**src/rtl/branch_redirect_ctrl_pkg.sv**
```systemverilog
// Shared types and constants for the branch redirect controller and its training FIFO.
package branch_redirect_ctrl_pkg;

    // Redirect sequencer states.
    typedef enum logic [1:0] {
        REDIR_IDLE  = 2'd0,
        REDIR_BUSY  = 2'd1,
        REDIR_DRAIN = 2'd2
    } redir_state_t;

    // Fixed instruction size; a not-taken branch falls through by this many bytes.
    localparam int BR_INSN_BYTES = 4;

    // Both pipes can resolve in the same cycle, so issue must stall once fewer
    // than this many training slots remain.
    localparam int UPD_PUSH_MAX = 2;

endpackage

```
**src/rtl/branch_upd_fifo.sv**
```systemverilog
// Predictor-training FIFO: up to two writes and one read per cycle.
// Pointers carry one extra wrap bit so full and empty stay distinguishable.
module branch_upd_fifo
    import branch_redirect_ctrl_pkg::*;
#(
    parameter int DATA_W    = 66,
    parameter int UPD_DEPTH = 4
) (
    input  logic              clk,
    input  logic              rst,
    input  logic              wr0_en,
    input  logic [DATA_W-1:0] wr0_data,
    input  logic              wr1_en,
    input  logic [DATA_W-1:0] wr1_data,
    output logic              rd_valid,
    output logic [DATA_W-1:0] rd_data,
    input  logic              rd_ready,
    output logic              low_space
);

    localparam int PTR_W = $clog2(UPD_DEPTH);

    logic [DATA_W-1:0] mem [UPD_DEPTH];
    logic [PTR_W:0]    wr_ptr;
    logic [PTR_W:0]    rd_ptr;
    logic [PTR_W:0]    count;
    logic [PTR_W:0]    wr_ptr_p1;
    logic [PTR_W:0]    push_cnt;
    logic [DATA_W-1:0] first_data;
    logic              empty;
    logic              pop;

    assign count      = wr_ptr - rd_ptr;
    assign empty      = (count == '0);
    assign pop        = !empty && rd_ready;
    assign wr_ptr_p1  = wr_ptr + (PTR_W+1)'(1);
    assign push_cnt   = (PTR_W+1)'(wr0_en) + (PTR_W+1)'(wr1_en);
    // A lone pipe1 record takes the first free slot.
    assign first_data = wr0_en ? wr0_data : wr1_data;

    assign rd_valid  = !empty;
    assign rd_data   = empty ? '0 : mem[rd_ptr[PTR_W-1:0]];
    assign low_space = (count > (PTR_W+1)'(UPD_DEPTH - UPD_PUSH_MAX));

    // Storage writes; contents need no reset because the pointers gate visibility.
    always_ff @(posedge clk) begin
        if (wr0_en || wr1_en) begin
            mem[wr_ptr[PTR_W-1:0]] <= first_data;
        end
        if (wr0_en && wr1_en) begin
            mem[wr_ptr_p1[PTR_W-1:0]] <= wr1_data;
        end
    end

    // Pointer update for 0/1/2 pushes and an optional pop in the same cycle.
    always_ff @(posedge clk) begin
        if (rst) begin
            wr_ptr <= '0;
            rd_ptr <= '0;
        end else begin
            wr_ptr <= wr_ptr + push_cnt;
            if (pop) begin
                rd_ptr <= rd_ptr + (PTR_W+1)'(1);
            end
        end
    end

endmodule

```
**src/rtl/branch_redirect_ctrl.sv**
```systemverilog
// Collects resolved branches from both execute pipes, redirects the frontend on the
// oldest mispredict and queues one training record per resolved branch.
//
// state       | meaning
// REDIR_IDLE  | accepting branch results, no redirect outstanding
// REDIR_BUSY  | redirect PC presented to the frontend until accepted
// REDIR_DRAIN | one cycle after acceptance before results are accepted again
module branch_redirect_ctrl
    import branch_redirect_ctrl_pkg::*;
#(
    parameter int ADDR_W    = 32,
    parameter int UPD_DEPTH = 4
) (
    input  logic              clk,
    input  logic              rst,
    input  logic              br0_valid,
    input  logic [ADDR_W-1:0] br0_pc,
    input  logic              br0_taken,
    input  logic [ADDR_W-1:0] br0_target,
    input  logic              br0_pred_taken,
    input  logic [ADDR_W-1:0] br0_pred_target,
    input  logic              br0_is_jirl,
    input  logic              br1_valid,
    input  logic [ADDR_W-1:0] br1_pc,
    input  logic              br1_taken,
    input  logic [ADDR_W-1:0] br1_target,
    input  logic              br1_pred_taken,
    input  logic [ADDR_W-1:0] br1_pred_target,
    input  logic              br1_is_jirl,
    output logic              redir_valid,
    output logic [ADDR_W-1:0] redir_pc,
    input  logic              redir_ready,
    output logic              flush,
    output logic              busy,
    output logic              upd_valid,
    output logic [ADDR_W-1:0] upd_pc,
    output logic [ADDR_W-1:0] upd_target,
    output logic              upd_taken,
    output logic              upd_is_jirl,
    input  logic              upd_ready
);

    localparam int REC_W = 2*ADDR_W + 2;

    redir_state_t      state;
    logic              in_idle;
    logic              mp0;
    logic              mp1;
    logic [ADDR_W-1:0] fix0;
    logic [ADDR_W-1:0] fix1;
    logic              push0;
    logic              push1;
    logic              fifo_low_space;
    logic [REC_W-1:0]  rec0;
    logic [REC_W-1:0]  rec1;
    logic [REC_W-1:0]  head;

    assign in_idle = (state == REDIR_IDLE);

    assign mp0 = br0_valid && ((br0_taken != br0_pred_taken) ||
                               (br0_taken && (br0_target != br0_pred_target)));
    assign mp1 = br1_valid && ((br1_taken != br1_pred_taken) ||
                               (br1_taken && (br1_target != br1_pred_target)));

    assign fix0 = br0_taken ? br0_target : br0_pc + ADDR_W'(BR_INSN_BYTES);
    assign fix1 = br1_taken ? br1_target : br1_pc + ADDR_W'(BR_INSN_BYTES);

    // Results outside IDLE are wrong-path; pipe1 is also wrong-path behind a pipe0 mispredict.
    assign push0 = in_idle && br0_valid;
    assign push1 = in_idle && br1_valid && !mp0;

    assign rec0 = {br0_pc, br0_target, br0_taken, br0_is_jirl};
    assign rec1 = {br1_pc, br1_target, br1_taken, br1_is_jirl};

    branch_upd_fifo #(
        .DATA_W    (REC_W),
        .UPD_DEPTH (UPD_DEPTH)
    ) u_upd_fifo (
        .clk       (clk),
        .rst       (rst),
        .wr0_en    (push0),
        .wr0_data  (rec0),
        .wr1_en    (push1),
        .wr1_data  (rec1),
        .rd_valid  (upd_valid),
        .rd_data   (head),
        .rd_ready  (upd_ready),
        .low_space (fifo_low_space)
    );

    assign upd_pc      = head[REC_W-1 -: ADDR_W];
    assign upd_target  = head[ADDR_W+1 -: ADDR_W];
    assign upd_taken   = head[1];
    assign upd_is_jirl = head[0];

    assign busy = !in_idle || fifo_low_space;

    // Redirect sequencer: latch the oldest fix PC, pulse flush once, hold until accepted.
    always_ff @(posedge clk) begin
        if (rst) begin
            state       <= REDIR_IDLE;
            redir_valid <= 1'b0;
            redir_pc    <= '0;
            flush       <= 1'b0;
        end else begin
            flush <= 1'b0;
            case (state)
                REDIR_IDLE: begin
                    if (mp0 || mp1) begin
                        redir_pc    <= mp0 ? fix0 : fix1;
                        redir_valid <= 1'b1;
                        flush       <= 1'b1;
                        state       <= REDIR_BUSY;
                    end
                end
                REDIR_BUSY: begin
                    if (redir_ready) begin
                        redir_valid <= 1'b0;
                        state       <= REDIR_DRAIN;
                    end
                end
                REDIR_DRAIN: begin
                    state <= REDIR_IDLE;
                end
                default: begin
                    redir_valid <= 1'b0;
                    state       <= REDIR_IDLE;
                end
            endcase
        end
    end

endmodule

```
**config.mk**
```make
export PLATFORM = sky130hd
export DESIGN_NAME = branch_redirect_ctrl
export DESIGN_NICKNAME = d
export VERILOG_FILES = /design/src/rtl/branch_redirect_ctrl_pkg.sv /design/src/rtl/branch_upd_fifo.sv /design/src/rtl/branch_redirect_ctrl.sv
export SDC_FILE = /design/constraint.sdc
export NUM_CORES = 1
export LEC_CHECK = 0
export ABC_AREA = 1
export BUFFER_PORTS_ARGS = -buffer_cell sky130_fd_sc_hd__clkbuf_2
export CORE_AREA = 2 2 248 250
export DETAILED_ROUTE_END_ITERATION = 6
export DIE_AREA = 0 0 250 252
export PLACE_DENSITY_LB_ADDON = 0.12
export SLEW_MARGIN = 5
export SYNTH_ARGS = -nofsm -noshare
export SYNTH_HDL_FRONTEND = slang
export SYNTH_SLANG_ARGS = --single-unit
```
**constraint.sdc**
```tcl
create_clock -name clk -period 3.9 [get_ports clk]
set_input_delay 0.195 -clock clk [delete_from_list [all_inputs] [get_ports clk]]
set_output_delay 0.195 -clock clk [all_outputs]
set_load 0.005 [all_outputs]
```
== Word level (Yosys, flattened, before mapping) ==
Memories as Yosys holds them, arrays and structs flattened. A register that Yosys moved wholly into a read port is not among the register bits.
Cells that the tools add are included.
W data, S select, Z words.

* Register bits after elaboration: 42
* RAM bits: 264
* Input bits: 204
* Output and inout bits: 102
* Word-level logic and storage cells: 66
* Memories kept: 1

* Add/subtract/negate cells: 7
* $lt $le $gt $ge: 1
* Eq/ne operators: 8
* Multiplexer cells: 18
* Bitwise operators: 2
* Reductions and logical operators: 23

{| class="wikitable"
|+ Memories
! memory !! depth !! width !! rd ports !! clocked after memory_dff !! write ports !! RTL line !! source
|-
| u_upd_fifo.mem || 4 || 66 || 1 || 1 || 2 || branch_upd_fifo.sv:23 || <nowiki>logic [DATA_W-1:0] mem [UPD_DEPTH];</nowiki>
|}

{| class="wikitable"
|+ Operators by type and width
! cell !! number
|-
| $mux W66 || 2
|-
| $mux W32 || 3
|-
| $add A32 B3 Y32 const B || 2
|-
| $ne A32 B32 Y1 || 2
|-
| $logic_and A1 B1 Y1 || 9
|-
| $mux W2 || 4
|-
| $mux W1 || 7
|-
| $logic_or A1 B1 Y1 || 5
|-
| $pmux W2 S2 || 1
|-
| $reduce_and A2 Y1 || 2
|-
| $add A3 B1 Y3 const B || 1
|-
| $add A3 B2 Y3 || 1
|-
| $gt A3 B2 Y1 const B || 1
|-
| $logic_not A1 Y1 || 3
|-
| $logic_not A3 Y1 || 1
|-
| $pmux W1 S3 || 1
|-
| $reduce_and A3 Y1 || 1
|-
| $sub A3 B3 Y3 || 1
|-
| $add A1 B1 Y2 || 1
|-
| $add A2 B1 Y2 const B || 1
|-
| $eq A2 B1 Y1 const B || 1
|-
| $eq A2 B2 Y1 const B || 1
|-
| $logic_not A2 Y1 || 1
|-
| $ne A1 B1 Y1 || 2
|-
| 4 further kinds || 5
|}

== Longest topological paths before layout ==
* Depth in word-level cells: 9
* Depth in mapped cells: 17
* Gate-level depth less buffers: 15

== Modules after synthesis ==
A second synthesis with hierarchy kept.

* Cells, all modules: 2802
* Area total of the unflattened synthesis: 19730.2 µm²

{| class="wikitable"
|+ Modules (own cells, without submodules)
! module !! instances !! cells each !! area each (µm²)
|-
| branch_upd_fifo || 1 || 1710 || 14420.1
|-
| branch_redirect_ctrl || 1 || 1092 || 5310.1
|}

== Worst setup path before layout ==
Ideal clock, no wire load.

* Kind: register -> register
* Start: register state[1]
* End: memory u_upd_fifo.mem[0][0], enable pin
* Library setup time: 0.426 ns
* Arrival time: 2.917 ns
* Data required time: 3.474 ns
* Slack: 0.557 ns
* Stages on the path, launching flop included: 8
* Buffers on the path: 2
* Cell sequence: dfxtp_1 -> nor2_1 -> inv_1 -> nor2_1 -> clkbuf_1 -> clkbuf_1 -> o21ai_0 -> nand2_1

{| class="wikitable"
|+ RTL lines
! what !! RTL line !! source
|-
| from (decl) || branch_redirect_ctrl.sv:45 || <nowiki>redir_state_t state;</nowiki>
|-
| from (signal assigned) || branch_redirect_ctrl.sv:101 || <nowiki>state <= REDIR_IDLE;</nowiki>
|-
| from (signal assigned) || branch_redirect_ctrl.sv:113 || <nowiki>state <= REDIR_BUSY;</nowiki>
|-
| from (signal assigned) || branch_redirect_ctrl.sv:119 || <nowiki>state <= REDIR_DRAIN;</nowiki>
|-
| to (decl) || branch_upd_fifo.sv:23 ||
|}

== Worst setup path after layout ==
* Start: register u_upd_fifo.wr_ptr[0]
* End: output upd_pc[17]

* Cells in the longest elaborated chain, start to end: 3

{| class="wikitable"
|+ Ends and longest elaborated chain
! what !! RTL line !! source
|-
| from (decl) || branch_upd_fifo.sv:24 || <nowiki>logic [PTR_W:0] wr_ptr;</nowiki>
|-
| from (signal assigned) || branch_upd_fifo.sv:61 || <nowiki>wr_ptr <= wr_ptr + push_cnt;</nowiki>
|-
| $sub A3 B3 Y3 || branch_upd_fifo.sv:33 || <nowiki>assign count = wr_ptr - rd_ptr;</nowiki>
|-
| $logic_not A3 Y1 || branch_upd_fifo.sv:34 || <nowiki>assign empty = (count == '0);</nowiki>
|-
| $mux W66 || branch_upd_fifo.sv:42 || <nowiki>assign rd_data = empty ? '0 : mem[rd_ptr[PTR_W-1:0]];</nowiki>
|-
| to (decl) || branch_redirect_ctrl.sv:36 || <nowiki>output logic [ADDR_W-1:0] upd_pc,</nowiki>
|}

Every way passes these cells.

==> metrics <==
Syn. warnings=0; MaxCap Viol Count=0; final instance area=24200 sq um; Power, Total=13.4 mW; worst slew pin tran=1.22 ns; sequential area share after synthesis=approximately 42%; hold path cells=3; first-pass GRT wire length=139000 um; status=finished clean; via count=22000; clock buffer depth=3; Root Driver=clkbuf_16; final period utilization=85.7%; Slew Limit Fails=0; Die Span Y=252 um; TritonCTS buffer count=39; share of the synthesized area in the top cell type=37.9%; DRT Wirelength=95000 um; Final min period=around 3.3 ns; largest net degree at the start of global routing=around 110; TritonCTS clock tree=yes; initial antenna violation count=5; CORE AREA=60100 sq um; most frequent CP cell=inv_1; synthesized area=20900 sq um; Row Count=90; Leak=11.3 nW; Mapped Cells=3009; unrepaired setup endpoints after global routing=false; Initial DRT Pass Iterations=5; commonest non-fill, non-tap cell in the layout=nand2_1; Final Skew=approximately 0.016 ns; I/O pins=306; Cell variety after synth=32; H-tree depth=2; Peak VDD IR=263 uV; Routed Antenna Nets=0; drt via density=5.53; DRC errors left=0; syn avg cell area=a little under 7 sq um; largest area contributor in the netlist=edfxtp_1; share of cells above drive strength 1=around 13%; Yosys reg bits=308; Final #Nets=3385; vias in the first global route=21000; Setup Crit Path Kind=flip-flop to output pin; WP data arrival=3.15 ns; Worst Hold Class=input pin to flip-flop; Die ar.=63000 sq um; startpoint types=flip-flop; Total GRT Usage=29.4%; total gr overflow=0; Critical Path End Type=output pin; Pwr Density=554 nW/um^2; fmax=299 MHz; Setup TNS=0 ns; 1st-iter DRT viols=2555; slowest stage delay, CP=0.53 ns; slowest CP cell=buf_4; CP required=~3.7 ns; crit path cell chain=inv_1, ha_1, inv_1, fa_1, xor2_1, inv_1, nand2_2, buf_4, nand2_1, inv_1, clkbuf_2; syn_nets=3220; number of port buffers=305; Layout area overhead=15.7%; placed cell area=23000 sq um; worst-path maximum fanout=39; final hold vios=0; worst-case reg-to-reg path depth=10; most frequent cells in the layout=nand2_1, nor2_1, clkbuf_2, nand4_1, edfxtp_1; Synth area leaders=edfxtp_1, nand2_1, nand4_1; initial core utilization=34.8%; Hold WS=0.0388 ns; wire per inst=23.8 um; Worst-path clk slew=0.06 ns; die span in x=250 um; final setup fails=0; dpl hpwl=65300 um; clk_lat worst skew=roughly 0.56 ns; Rel. slew slack=18.5%; Clock Sinks=308; RD Place Congestion=roughly 0.92
==> flip-flops by register name, indices dropped and copies added (netlist names), named ones only <==
signal	flops
flush	1
redir_pc	32
u_upd_fifo.wr_ptr	3
u_upd_fifo.rd_ptr	3
state	2
u_upd_fifo.mem	264
redir_valid	1
==> final cells by class <==
| class | count | area [sq um] |
|---|---|---|
| inverter | 241 | 907 |
| sequential | 308 | 8820 |
| antenna | 3 | 7.51 |
| clock inverter | 18 | 118 |
| multi-input combinational | 2220 | 10200 |
| clock buffer | 49 | 1010 |
| fill | 6362 | 35900 |
| timing repair buffer | 364 | 2120 |
| tap | 782 | 978 |
==> cell usage after synthesis <==
| cell type | n |
|---|---|
| nand2_1 | 1121 |
| nor2_1 | 378 |
| nand4_1 | 285 |
| edfxtp_1 | 264 |
| inv_1 | 239 |
| o21ai_0 | 191 |
| clkbuf_1 | 171 |
| nand3_1 | 78 |
| o32ai_1 | 66 |
| dfxtp_1 | 44 |
| buf_2 | 29 |
| xnor2_1 | 25 |
| xor2_1 | 25 |
| buf_4 | 23 |
| buf_1 | 13 |
| nand3b_1 | 8 |
| nor3_1 | 8 |
| a21oi_1 | 7 |
| ha_1 | 6 |
| o21bai_1 | 5 |
| clkbuf_2 | 4 |
| mux2i_1 | 3 |
| o22ai_1 | 3 |
| or2_2 | 3 |
| a21boi_0 | 2 |
| clkinv_1 | 2 |
| a21boi_2 | 1 |
| and3_1 | 1 |
| fa_1 | 1 |
| nand3_2 | 1 |
| nand3_4 | 1 |
| nor2_2 | 1 |
==> cells by family (layout without fill, tap and decap cells) <==
group	Yosys count	count (layout)	share of synthesized area [%]
compound gates	275	275	7.90
mux	3	3	0.144
other cells	0	3	0
fa+ha+maj	7	7	0.455
simple gates	1885	1885	38.1
buf+inv	481	672	9.24
flops	308	308	42.1
xor+xnor	50	50	2.09
==> per-layer routing <==
layer	global-route usage (%)	vias to the layer above	routed length, um
li1	-	10300	-
met1	40.7	10500	40800
met2	46.3	1085	42600
met3	5.39	158	8680
met4	9.79	4	2980
met5	0	-	27
==> worst max-delay path, delay by kind of cell (launching register included) <==
family | cells | cell delay, ns
xor gates and xnor gates | 1 | 0.16
adders and majority gates | 2 | 0.53
and+or+nand+nor | 2 | 0.47
DFF | 1 | 0.38
buffers and inverters | 6 | 1.03
==> power breakdown <==
group	switching (mW)	leakage, nW	internal, mW
sequential	0.292	2.82	4.12
clock	1.49	0.538	1.90
combinational	3.80	7.98	1.80
==> path summary, 6_finish.rpt <==
kind,startpoint,to,slack [ns]
setup / recovery,u_upd_fifo.wr_ptr[0],upd_pc[17],0.56
hold / removal,br1_target[23],u_upd_fifo.mem[0][25],0.04
setup reg to reg,u_upd_fifo.wr_ptr[0],u_upd_fifo.rd_ptr[2],1.18
hold reg to reg,redir_pc[21],redir_pc[21],0.52
==> repair_timing <==
item | CTS | global route
setup endpoints to repair | 0 | 0
setup buffers | 0 | 0
resized for setup | 0 | 0
hold endpoints to repair | 9 | 0
hold buffers | 7 | 0
==> per-stage QoR <==
step           utilization, %  std cells  setup slack, ns
2_1_floorplan               -       3009            0.557
3_3_place_gp             38.2       3908            0.708
3_5_place_dp             38.2       3908            0.800
4_1_cts                  40.2       3982            0.506
5_1_grt                  40.2       3985            0.383
6_report                 40.2       3985            0.556
No activity file was read; power rests on OpenSTA's default activity.
